[config.mk]
export PLATFORM = sky130hd
export DESIGN_NAME = io_bridge
export DESIGN_NICKNAME = d
export VERILOG_FILES = /design/src/rtl/io_bridge.sv
export SDC_FILE = /design/constraint.sdc
export NUM_CORES = 1
export LEC_CHECK = 0
export BUFFER_PORTS_ARGS = -buffer_cell sky130_fd_sc_hd__buf_2
export CAP_MARGIN = 10
export CORE_ASPECT_RATIO = 0.75
export CORE_MARGIN = 2
export CORE_UTILIZATION = 30
export CTS_CLUSTER_SIZE = 14
export DETAILED_ROUTE_END_ITERATION = 6
export PLACE_DENSITY_LB_ADDON = 0.1
export SLEW_MARGIN = 20
export SYNTH_ARGS = -nofsm -noshare
export SYNTH_HDL_FRONTEND = slang
export SYNTH_SLANG_ARGS = --single-unit
[constraint.sdc]
create_clock -name clk -period 2.8 [get_ports clk]
set_input_delay 0.56 -clock clk [delete_from_list [all_inputs] [get_ports clk]]
set_output_delay 0.56 -clock clk [all_outputs]
set_load 0.1 [all_outputs]
[src/rtl/io_bridge.sv]
// Memory-mapped I/O bridge: decodes the CPU I/O window into N peripheral slots and
// runs each access as a registered transaction with ack handshake, timeout and error capture.
module io_bridge #(
    parameter int unsigned N_SLOTS   = 4,
    parameter int unsigned SLOT_BITS = 6,
    parameter logic [5:0]  IO_PREFIX = 6'h3f,
    parameter int unsigned TIMEOUT   = 15,
    parameter logic [15:0] ERR_DATA  = 16'hffff
) (
    input  logic                   clk,
    input  logic                   reset,
    input  logic                   cpu_en,
    input  logic                   cpu_wr,
    input  logic                   cpu_wide,
    input  logic [15:0]            cpu_addr,
    input  logic [15:0]            cpu_wdata,
    output logic [15:0]            cpu_rdata,
    output logic                   cpu_ready,
    output logic                   io_hit,
    output logic [N_SLOTS-1:0]     slot_en,
    output logic                   slot_wr,
    output logic                   slot_wide,
    output logic [SLOT_BITS-1:0]   slot_addr,
    output logic [15:0]            slot_wdata,
    input  logic [N_SLOTS*16-1:0]  slot_rdata,
    input  logic [N_SLOTS-1:0]     slot_ack,
    input  logic                   err_clr,
    output logic                   bus_err,
    output logic [15:0]            err_addr
);
    localparam int unsigned IDX_W = 10 - SLOT_BITS;
    localparam int unsigned CNT_W = $clog2(TIMEOUT + 1);

    typedef enum logic [1:0] {IDLE, WAIT, RESP} state_t;

    state_t                 state_q, state_d;
    logic [CNT_W-1:0]       cnt_q, cnt_d;
    logic [15:0]            addr_q, addr_d;
    logic [IDX_W-1:0]       idx_q, idx_d;
    logic                   resp_err_q, resp_err_d;

    logic [N_SLOTS-1:0]     slot_en_d;
    logic                   slot_wr_d, slot_wide_d, cpu_ready_d, bus_err_d;
    logic [SLOT_BITS-1:0]   slot_addr_d;
    logic [15:0]            slot_wdata_d, cpu_rdata_d, err_addr_d;

    logic [IDX_W-1:0]       req_idx;
    logic                   req_mapped;
    logic [15:0]            rdata_sel;
    logic                   ack_sel;

    // Byte reads return the addressed lane zero-extended; wide reads pass through.
    function automatic logic [15:0] read_fmt(input logic [15:0] d, input logic wide, input logic odd);
        if (wide)
            return d;
        return {8'h00, odd ? d[15:8] : d[7:0]};
    endfunction

    assign io_hit     = (cpu_addr[15:10] == IO_PREFIX);
    assign req_idx    = cpu_addr[9:SLOT_BITS];
    assign req_mapped = (32'(req_idx) < N_SLOTS);

    // Select the active slot's read data and ack; other slots are ignored.
    always_comb begin
        rdata_sel = '0;
        ack_sel   = 1'b0;
        for (int unsigned k = 0; k < N_SLOTS; k++) begin
            if (32'(idx_q) == k) begin
                rdata_sel = slot_rdata[16*k +: 16];
                ack_sel   = slot_ack[k];
            end
        end
    end

    always_comb begin
        state_d      = state_q;
        cnt_d        = cnt_q;
        addr_d       = addr_q;
        idx_d        = idx_q;
        resp_err_d   = resp_err_q;
        slot_en_d    = slot_en;
        slot_wr_d    = slot_wr;
        slot_wide_d  = slot_wide;
        slot_addr_d  = slot_addr;
        slot_wdata_d = slot_wdata;
        cpu_rdata_d  = cpu_rdata;
        cpu_ready_d  = 1'b0;
        bus_err_d    = bus_err & ~err_clr;
        err_addr_d   = err_addr;

        case (state_q)
            IDLE: begin
                cnt_d = '0;
                if (cpu_en && io_hit) begin
                    addr_d       = cpu_addr;
                    idx_d        = req_idx;
                    slot_wr_d    = cpu_wr;
                    slot_wide_d  = cpu_wide;
                    slot_addr_d  = cpu_addr[SLOT_BITS-1:0];
                    slot_wdata_d = cpu_wide ? cpu_wdata : {cpu_wdata[7:0], cpu_wdata[7:0]};
                    if (req_mapped) begin
                        slot_en_d  = N_SLOTS'(1) << req_idx;
                        resp_err_d = 1'b0;
                        state_d    = WAIT;
                    end else begin
                        resp_err_d  = 1'b1;
                        cpu_ready_d = 1'b1;
                        if (!cpu_wr)
                            cpu_rdata_d = read_fmt(ERR_DATA, cpu_wide, 1'b0);
                        state_d = RESP;
                    end
                end
            end
            WAIT: begin
                cnt_d = cnt_q + CNT_W'(1);
                if (ack_sel) begin
                    slot_en_d   = '0;
                    resp_err_d  = 1'b0;
                    cpu_ready_d = 1'b1;
                    if (!slot_wr)
                        cpu_rdata_d = read_fmt(rdata_sel, slot_wide, addr_q[0]);
                    state_d = RESP;
                end else if (cnt_q == CNT_W'(TIMEOUT - 1)) begin
                    slot_en_d   = '0;
                    resp_err_d  = 1'b1;
                    cpu_ready_d = 1'b1;
                    if (!slot_wr)
                        cpu_rdata_d = read_fmt(ERR_DATA, slot_wide, 1'b0);
                    state_d = RESP;
                end
            end
            RESP: begin
                cnt_d   = '0;
                state_d = IDLE;
                // A new error beats a simultaneous clear; otherwise the first error address is kept.
                if (resp_err_q) begin
                    bus_err_d = 1'b1;
                    if (!bus_err || err_clr)
                        err_addr_d = addr_q;
                end
            end
            default: state_d = IDLE;
        endcase
    end

    always_ff @(posedge clk or posedge reset) begin
        if (reset) begin
            state_q    <= IDLE;
            cnt_q      <= '0;
            addr_q     <= '0;
            idx_q      <= '0;
            resp_err_q <= 1'b0;
            slot_en    <= '0;
            slot_wr    <= 1'b0;
            slot_wide  <= 1'b0;
            slot_addr  <= '0;
            slot_wdata <= '0;
            cpu_rdata  <= '0;
            cpu_ready  <= 1'b0;
            bus_err    <= 1'b0;
            err_addr   <= '0;
        end else begin
            state_q    <= state_d;
            cnt_q      <= cnt_d;
            addr_q     <= addr_d;
            idx_q      <= idx_d;
            resp_err_q <= resp_err_d;
            slot_en    <= slot_en_d;
            slot_wr    <= slot_wr_d;
            slot_wide  <= slot_wide_d;
            slot_addr  <= slot_addr_d;
            slot_wdata <= slot_wdata_d;
            cpu_rdata  <= cpu_rdata_d;
            cpu_ready  <= cpu_ready_d;
            bus_err    <= bus_err_d;
            err_addr   <= err_addr_d;
        end
    end
endmodule
## Word-level counts from Yosys, hierarchy flattened

Index checks and enable logic that the tools add are counted.
W data, S select, Z words.

| storage, ports and cells | value |
|---|---|
| word-level logic and storage cells | 105 |
| bits in registers | 89 |
| output and inout bits | 63 |

| cells by class | value |
|---|---|
| shifts and indexed selects | 1 |
| bitwise gates (word level) | 2 |
| add/sub/neg operators | 1 |
| reductions and logical operators | 14 |
| equality and inequality tests | 14 |
| magnitude comparators | 1 |
| muxes and demuxes | 58 |

Operator list:

| kind | count |
|---|---|
| $mux W16 | 18 |
| $pmux W16 S2 | 1 |
| $mux W1 | 25 |
| $mux W4 | 4 |
| $pmux W4 S2 | 2 |
| $ne A3 B3 Y1 const B | 3 |
| $eq A4 B2 Y1 const B | 2 |
| $mux W2 | 4 |
| $mux W8 | 1 |
| $ne A2 B2 Y1 const B | 4 |
| $reduce_and A7 Y1 | 1 |
| $eq A6 B6 Y1 const B | 1 |
| $reduce_and A3 Y1 | 2 |
| $add A4 B1 Y4 const B | 1 |
| $eq A4 B1 Y1 const B | 1 |
| $eq A4 B4 Y1 const B | 1 |
| $logic_not A4 Y1 | 1 |
| $lt A4 B3 Y1 const B | 1 |
| $pmux W1 S2 | 2 |
| $pmux W2 S2 | 1 |
| $reduce_and A2 Y1 | 2 |
| $reduce_and A4 Y1 | 1 |
| $reduce_bool A2 Y1 | 2 |
| $shl A1 B4 Y4 const A | 1 |
| other kinds (9) | 9 |

## Depth between registers and ports, before layout

Gate-level depths: netlist of the first run.

| depth | value |
|---|---|
| depth in word-level cells | 12 |
| mapped depth | 8 |
| mapped depth without buffers | 6 |

## Least setup slack after synthesis of the first run

Ideal clock, no wire load.

| path | value |
|---|---|
| kind | input -> output |
| start point | input cpu_addr[13] |
| end point | output io_hit |
| path slack | 0.177 ns |
| path buffers | 0 |
| stages on the path | 2 |
| arrival | 2.063 ns |
| cell sequence | nand4_1 -> nor2_1 |

| between the ends | value |
|---|---|
| longest elaborated chain between the ends | 1 |

RTL lines:

| element | RTL line | source |
|---|---|---|
| from (decl) | 15 | `input logic [15:0] cpu_addr,` |
| $eq A6 B6 Y1 | 59 | `assign io_hit = (cpu_addr[15:10] == IO_PREFIX);` |
| to (decl) | 19 | `output logic io_hit,` |

Every way passes these cells.

## Worst setup path in the final report of the first run

Ends and elaborated chain as after synthesis.

==> impl_results.md, run 1 <==
* Arrival time at the worst endpoint at between 1 and 1.5 ns
* Die boundary width at 135 um
* Proportion of layout cells with a drive suffix above 1 at 0.561
* Via Count at 3033
* Tcrit/Tclk final at 0.718
* Gate family responsible for the most delay along the worst path: buffers and inverters
* FF+latch count, synth at 79
* Longest individual stage delay on the worst path at about 0.44 ns
* Number of enable flip-flop cells after synthesis at 0
* Overall die height at 102 um
* Net total in the final layout at roughly 570
* First-iteration detailed-routing DRC count at 136
* Path type of the worst setup path: input port to primary output
* Slew Limit Headroom at 0.471
* Max-capacitance violation count at 0
* Cells after synthesis at 298
* Tmin final at approximately 2 ns
* CP max FO at 4
* Hold buffer count at CTS at 0
* Num CTS Buffers at 9
* Warnings from Yosys at 0
* Detailed Route WL at between 10000 and 15000 um
* Filler cells at between 1000 and 1500
* Top_reg_cell synth: sky130_fd_sc_hd__dfrtp_1
* Top-count cell post-synth: sky130_fd_sc_hd__dfrtp_1
* Clock network fraction of total power at 0.303
* Distinct cell type count of the synthesized netlist at 37
* Post-DRT Antenna Nets at 0
* Synthesis-to-layout area growth at 33.9%
* Clock latency at the later pin of the worst-skew pair at around 0.33 ns
* Final standard cell area without fillers at between 5000 and 6000 sq um
* Post-Synthesis Mean Instance Area at 13.0 sq um
* Power spent charging and discharging nets at 1.59 mW
* Post-CTS setup buffer count at 0
* Initial core utilization at 0.311
* Kind of path behind the tightest hold check: input port to async pin
* Detailed-route wire length per cell at 16.7 um
* Core area at between 10000 and 15000 sq um
* Port-buffer cells at roughly 170
* Post-DP HPWL at a little under 8000 um
* Highest-delay cell along the critical path: sky130_fd_sc_hd__buf_2
* # clock sinks at 79
* Sw Ratio at 0.402
* Worst-margin pin slew at between 0.7 and 0.8 ns
* First-pass iteration count of the detailed router at 5
* RSZ-0062 raised after global routing: no
* Global-route usage over all layers at 0.157
* Synth area leaders: sky130_fd_sc_hd__dfrtp_1 (51%), sky130_fd_sc_hd__mux2_2 (11%), sky130_fd_sc_hd__mux4_2 (9.3%), sky130_fd_sc_hd__mux2i_1 (4.4%), sky130_fd_sc_hd__a211oi_1 (3.5%)
* Endpoints failing hold at 0
* Most common cell type on the critical path: sky130_fd_sc_hd__buf_2
* Total inserted antenna cells at 0
* Critical Path End Type: primary output
* Maximum number of pins on one net before global-route repair at 80
* Flop pwr share at 0.342
* Syn Std Cell Area at 3870 sq um
* Outcome: finished, final reports clean
* Leakage dissipation at between 2 and 3 nW
* Final hold slack at 0.305 ns
* Maximum clock rate at 498 MHz
* Bufs and invs on worst path at 2
* Final core utilization at 0.416
* Clk Tree Root Cell: sky130_fd_sc_hd__clkbuf_16
* Critical path data required time at between 2 and 2.5 ns
* Number of top-level design ports at around 170
* Post-detailed-placement cell area at ~4900 sq um
* Detailed-route DRC error count at 0
* Area share of the largest cell type after synthesis at 0.511
* Synthesized Nets at slightly above 400
* Ranking of synthesized cells by instance count: sky130_fd_sc_hd__dfrtp_1 (79), sky130_fd_sc_hd__mux2_2 (39), sky130_fd_sc_hd__a211oi_1 (18)
* Area enclosed by the die boundary at 13800 sq um
* Rows at 35
* Via density at about 4.8
* Pins over their slew limit at 0
* Post-route clock skew at 0.0114 ns
* CTS tree: done
* Number of H-tree branching levels at 3
* Most area-hungry cell type in the Yosys netlist: sky130_fd_sc_hd__dfrtp_1
* Proportion of register bits with asynchronous set or reset after synthesis at 1.00
* Final number of setup-violating endpoints at 0
* Proportion of synthesized chip area in sequential cells at 0.511
* Leftover overflow at the end of global routing at 0
* Final weighted congestion in routability-driven placement at about 0.75
* Clk pin slew, worst setup/hold paths at 0.06 ns
* Highest ir drop seen on vdd at 0.000370 V
* Setup TNS after final layout at 0 ns
* Clock Tree Buf Depth at 2
* Comb pwr share at 0.354
* Antenna violations before repair at 1
* First-pass GRT wire length at between 15000 and 20000 um
* # resized after CTS at 0
* CP startpoint kind: input port
* Cell Chain, Critical Path: buf_2 > nand4_1 > nor2_1 > buf_2
* Number of global-route vias before repair at 3167
* Total power per unit cell area at around 770 nW/um^2
* Internal cell power at 2.37 mW
[layout by cell type (no fill, tap or decap), drive strengths merged, types with 4 or more instances in the layout]
master / Yosys / layout
inv: 7 / 6
dfrtp: 79 / 79
mux4: 16 / 16
nor2: 15 / 15
a31oi: 16 / 16
or2: 6 / 6
buf: 21 / 180
clkinv: 0 / 4
and2: 4 / 4
a21oi: 10 / 10
o21ai: 12 / 12
mux2i: 17 / 17
mux2: 40 / 40
clkbuf: 3 / 9
nand2: 7 / 7
a211oi: 18 / 18
[worst min-delay path: stages]
cell	delay, ns
sky130_fd_sc_hd__buf_2	0.10
sky130_fd_sc_hd__clkinv_2	0.05
sky130_fd_sc_hd__buf_12	0.34
[state kept, by name (all words and copies together), names as in the netlist]
name,flops
slot_addr,5
bus_err,1
state_q,2
resp_err_q,1
err_addr,16
slot_wdata,16
slot_en,4
addr_q,11
slot_wide,1
slot_wr,1
cpu_ready,1
cnt_q,4
cpu_rdata,16
[power by group through the flow]
stage / sequential (mW) / combinational, mW / clock, mW
final: 1.36 / 1.40 / 1.20
after detailed placement: 1.37 / 1.41 / 0
after floorplan: 2.07 / 0.436 / 0
after CTS: 1.36 / 1.41 / 1.24
after global routing: 1.37 / 1.48 / 1.29
after global placement: 1.37 / 1.40 / 0
[path summary, 6_finish.rpt]
kind / startpoint / endpoint / slack, ns / depth (start not counted)
max in group asynchronous: reset / err_addr[8] / 2.14 / 3
setup / recovery: cpu_addr[13] / io_hit / 0.79 / 4
hold / removal: reset / err_addr[14] / 0.30 / 3
setup reg to reg: addr_q[7] / slot_en[1] / 0.79 / 4
min in group clk: err_clr / bus_err / 0.43 / 2
hold reg to reg: addr_q[11] / addr_q[11] / 0.46 / 1
[stage by stage]
step	setup slack [ns]	instances	total power, mW
2_1_floorplan	0.177	298	2.50
3_3_place_gp	0.689	619	2.78
3_5_place_dp	0.657	619	2.79
4_1_cts	0.776	633	4.02
5_1_grt	0.562	633	4.14
6_report	0.790	633	3.96
[cell families after synthesis]
kind of cell | share of synthesized area
compound gates | 0.101
xor+xnor | 0.00680
fa+ha+maj | 0.00647
buf+inv | 0.0498
flops | 0.511
mux | 0.255
simple gates | 0.0699
[routing by layer]
| metal | up-vias | wire (um) | track usage |
|---|---|---|---|
| met1 | 1470 | 5020 | 0.217 |
| met5 | - | 7 | 0 |
| li1 | 1445 | - | - |
| met3 | 12 | 760 | 0.0481 |
| met2 | 104 | 4640 | 0.242 |
| met4 | 2 | 131 | 0.0449 |
[layout make-up]
| type | count | area, sq um | area share |
|---|---|---|---|
| well taps | 166 | 208 | 0.0401 |
| clock inverters | 5 | 75.1 | 0.0145 |
| inverters | 7 | 27.5 | 0.00532 |
| flip-flops and latches | 79 | 1980 | 0.382 |
| multi-input cells | 187 | 1710 | 0.330 |
| repair buffers | 180 | 956 | 0.185 |
| clock buffers | 9 | 225 | 0.0435 |
No activity file was read; power rests on OpenSTA's default activity.
==> inputs of run 2 (changes only) <==
clock period = 1.92 ns   (was 2.8 ns; I/O delays follow)
==> impl_results.md, run 2 (synthesized netlist as in run 1, its figures left out) <==
* Rows at 35
* First-pass GRT wire length at between 15000 and 20000 um
* Pins over their slew limit at 0
* Num CTS Buffers at 9
* Arrival time at the worst endpoint at between 2 and 2.5 ns
* Post-placement worst setup slack at approximately 0.016 ns
* Post-DRT Antenna Nets at 0
* Leakage dissipation at between 2 and 3 nW
* Via density at about 4.8
* Leftover overflow at the end of global routing at 0
* Critical Path End Type: flop
* Port-buffer cells at roughly 170
* Path type of the worst setup path: flop to flop
* Gate family responsible for the most delay along the worst path: multiplexers
* Initial core utilization at 0.311
* CP startpoint kind: flop
* Kind of path behind the tightest hold check: input port to async pin
* Instance count on the critical path at 5
* Synthesis-to-layout area growth at 37.9%
* Maximum number of pins on one net before global-route repair at 80
* Outcome: finished, final reports clean
* Commonest non-fill, non-tap cells in the layout: sky130_fd_sc_hd__buf_2 (167), sky130_fd_sc_hd__dfrtp_1 (78), sky130_fd_sc_hd__mux2_2 (36)
* Core area at about 12000 sq um
* Final number of setup-violating endpoints at 0
* Global-route usage over all layers at 0.156
* Clock network fraction of total power at 0.285
* Total inserted antenna cells at 0
* Worst-margin pin slew at 0.509 ns
* Flop pwr share at 0.351
* Detailed-route wire length per cell at ~16 um
* Critical path endpoint: slot_en[2]
* Overall die height at about 100 um
* First-pass iteration count of the detailed router at 4
* Cell Chain, Critical Path: mux2_2 > a221o_1 > a22oi_2 > buf_4 > mux2_4
* Power spent charging and discharging nets at between 2 and 2.5 mW
* Tmin final at about 1.8 ns
* Via Count at 3079
* Worst reg2reg path depth at 5
* Slew Limit Headroom at 0.663
* Final cell count without fillers at ~650
* Maximum clock rate at 543 MHz
* Sw Ratio at 0.418
* Highest-delay cell along the critical path: sky130_fd_sc_hd__dfrtp_1
* Setup TNS after final layout at 0 ns
* Post-layout total power at approximately 5.6 mW
* Setup slack of the worst register-to-register path at around 0.08 ns
* Hold buffer count at CTS at 0
* Critical R2R Launch: addr_q[7]
* Largest regs: cpu_rdata x16, err_addr x16, slot_wdata x16
* Comb pwr share at 0.364
* Most common library cell in the layout ignoring fill and taps: sky130_fd_sc_hd__buf_2
* Max-capacitance violation count at 0
* Final hold slack at 0.158 ns
* Antenna violations before repair at 1
* Number of global-route vias before repair at a little over 3000
* Number of placed cells counting well taps at approximately 630
* Number of H-tree branching levels at 3
* Proportion of layout cells with a drive suffix above 1 at 0.582
* Timing startpoint of the critical path: addr_q[7]
* Clock Tree Buf Depth at 2
* Tcrit/Tclk final at 0.959
* Clock latency at the later pin of the worst-skew pair at 0.33 ns
* Detailed-route DRC error count at 0
* RSZ-0062 raised after global routing: no
* Total power per unit cell area at 1060 nW/um^2
* # clock sinks at 79
* CTS tree: done
* Bufs and invs on worst path at 1
* CP max FO at 4
* Area enclosed by the die boundary at 13800 sq um
* Endpoints failing hold at 0
* Setup slack after layout at between 0.07 and 0.08 ns
* First-iteration detailed-routing DRC count at approximately 210
* Critical path data required time at 2.14 ns
* Final weighted congestion in routability-driven placement at 0.808
* Post-route clock skew at 0.00933 ns
* Endpoint of the most critical register-to-register path: slot_en[2]
* Longest individual stage delay on the worst path at 0.39 ns
* Clk pin slew, worst setup/hold paths at roughly 0.060 ns
* Clk Tree Root Cell: sky130_fd_sc_hd__clkbuf_16
* Number of top-level design ports at between 150 and 200
* Post-DP HPWL at a little under 8000 um
* Net total in the final layout at ~580
* Highest ir drop seen on vdd at 0.000650 V
* Detailed Route WL at between 10000 and 15000 um
* Internal cell power at about 3.3 mW
* Die boundary width at 135 um
[run 2: changes by cell type in the layout (fill, tap and decap cells not counted), sizes merged]
cell	previous run	this run
clkbuf	9	11
clkinvlp	0	4
a21o	1	2
clkinv	4	2
buf	180	191
bufinv	2	0
[run 2: cell type report]
cell class                      count  area (sq um)
Clock inverter                      5          32.5
Fill cell                        1208          7100
Sequential cell                    79          1980
Multi-Input combinational cell    188          1740
Clock buffer                       11           253
Timing Repair Buffer              191          1090
Tap cell                          166           208
Inverter                            7          30.0
[run 2: tightest hold or removal path: cells and delay by family]
family                 cells  cell delay (ns)
buffers and inverters      3             0.52
[run 2: what timing repair did]
action / CTS / global route
pin swaps: 0 / 2
resized for setup: 0 / 6
buffers inserted: 1 / 1
endpoints found under the setup margin: 1 / 20
gates cloned: 0 / 1
hold endpoints to repair: 0 / 0
[run 2: worst min path at each step]
stage | startpoint | endpoint | cells past startpoint
6_report | reset | err_addr[14] | 3
5_1_grt | reset | err_addr[14] | 3
4_1_cts | reset | cpu_ready | 3
3_5_place_dp | addr_q[12] | addr_q[12] | 1
3_3_place_gp | addr_q[10] | addr_q[10] | 1
2_1_floorplan | addr_q[10] | addr_q[10] | 1
[run 2: per-layer routing]
| layer | up-vias | global-route usage | wire [um] |
|---|---|---|---|
| met4 | 2 | 0.0425 | 93 |
| li1 | 1467 | - | - |
| met2 | 87 | 0.220 | 4460 |
| met3 | 11 | 0.0471 | 698 |
| met1 | 1512 | 0.232 | 5200 |
| met5 | - | 0 | 11 |
[run 2: power by group through the flow]
stage,Sequential (mW),Clock (mW),Combinational [mW]
floorplan,3.01,0,0.636
global placement,2.01,0,2.04
detailed placement,2.01,0,2.06
CTS,1.98,1.66,2.06
global route,2.01,1.75,2.15
finish,1.98,1.61,2.05
[run 2: per-stage QoR]
stage,area (sq um),utilization
3_5_place_dp,5000,0.402
3_3_place_gp,5000,0.402
4_1_cts,5290,0.426
2_1_floorplan,3880,-
5_1_grt,5330,0.429
6_report,5330,0.429
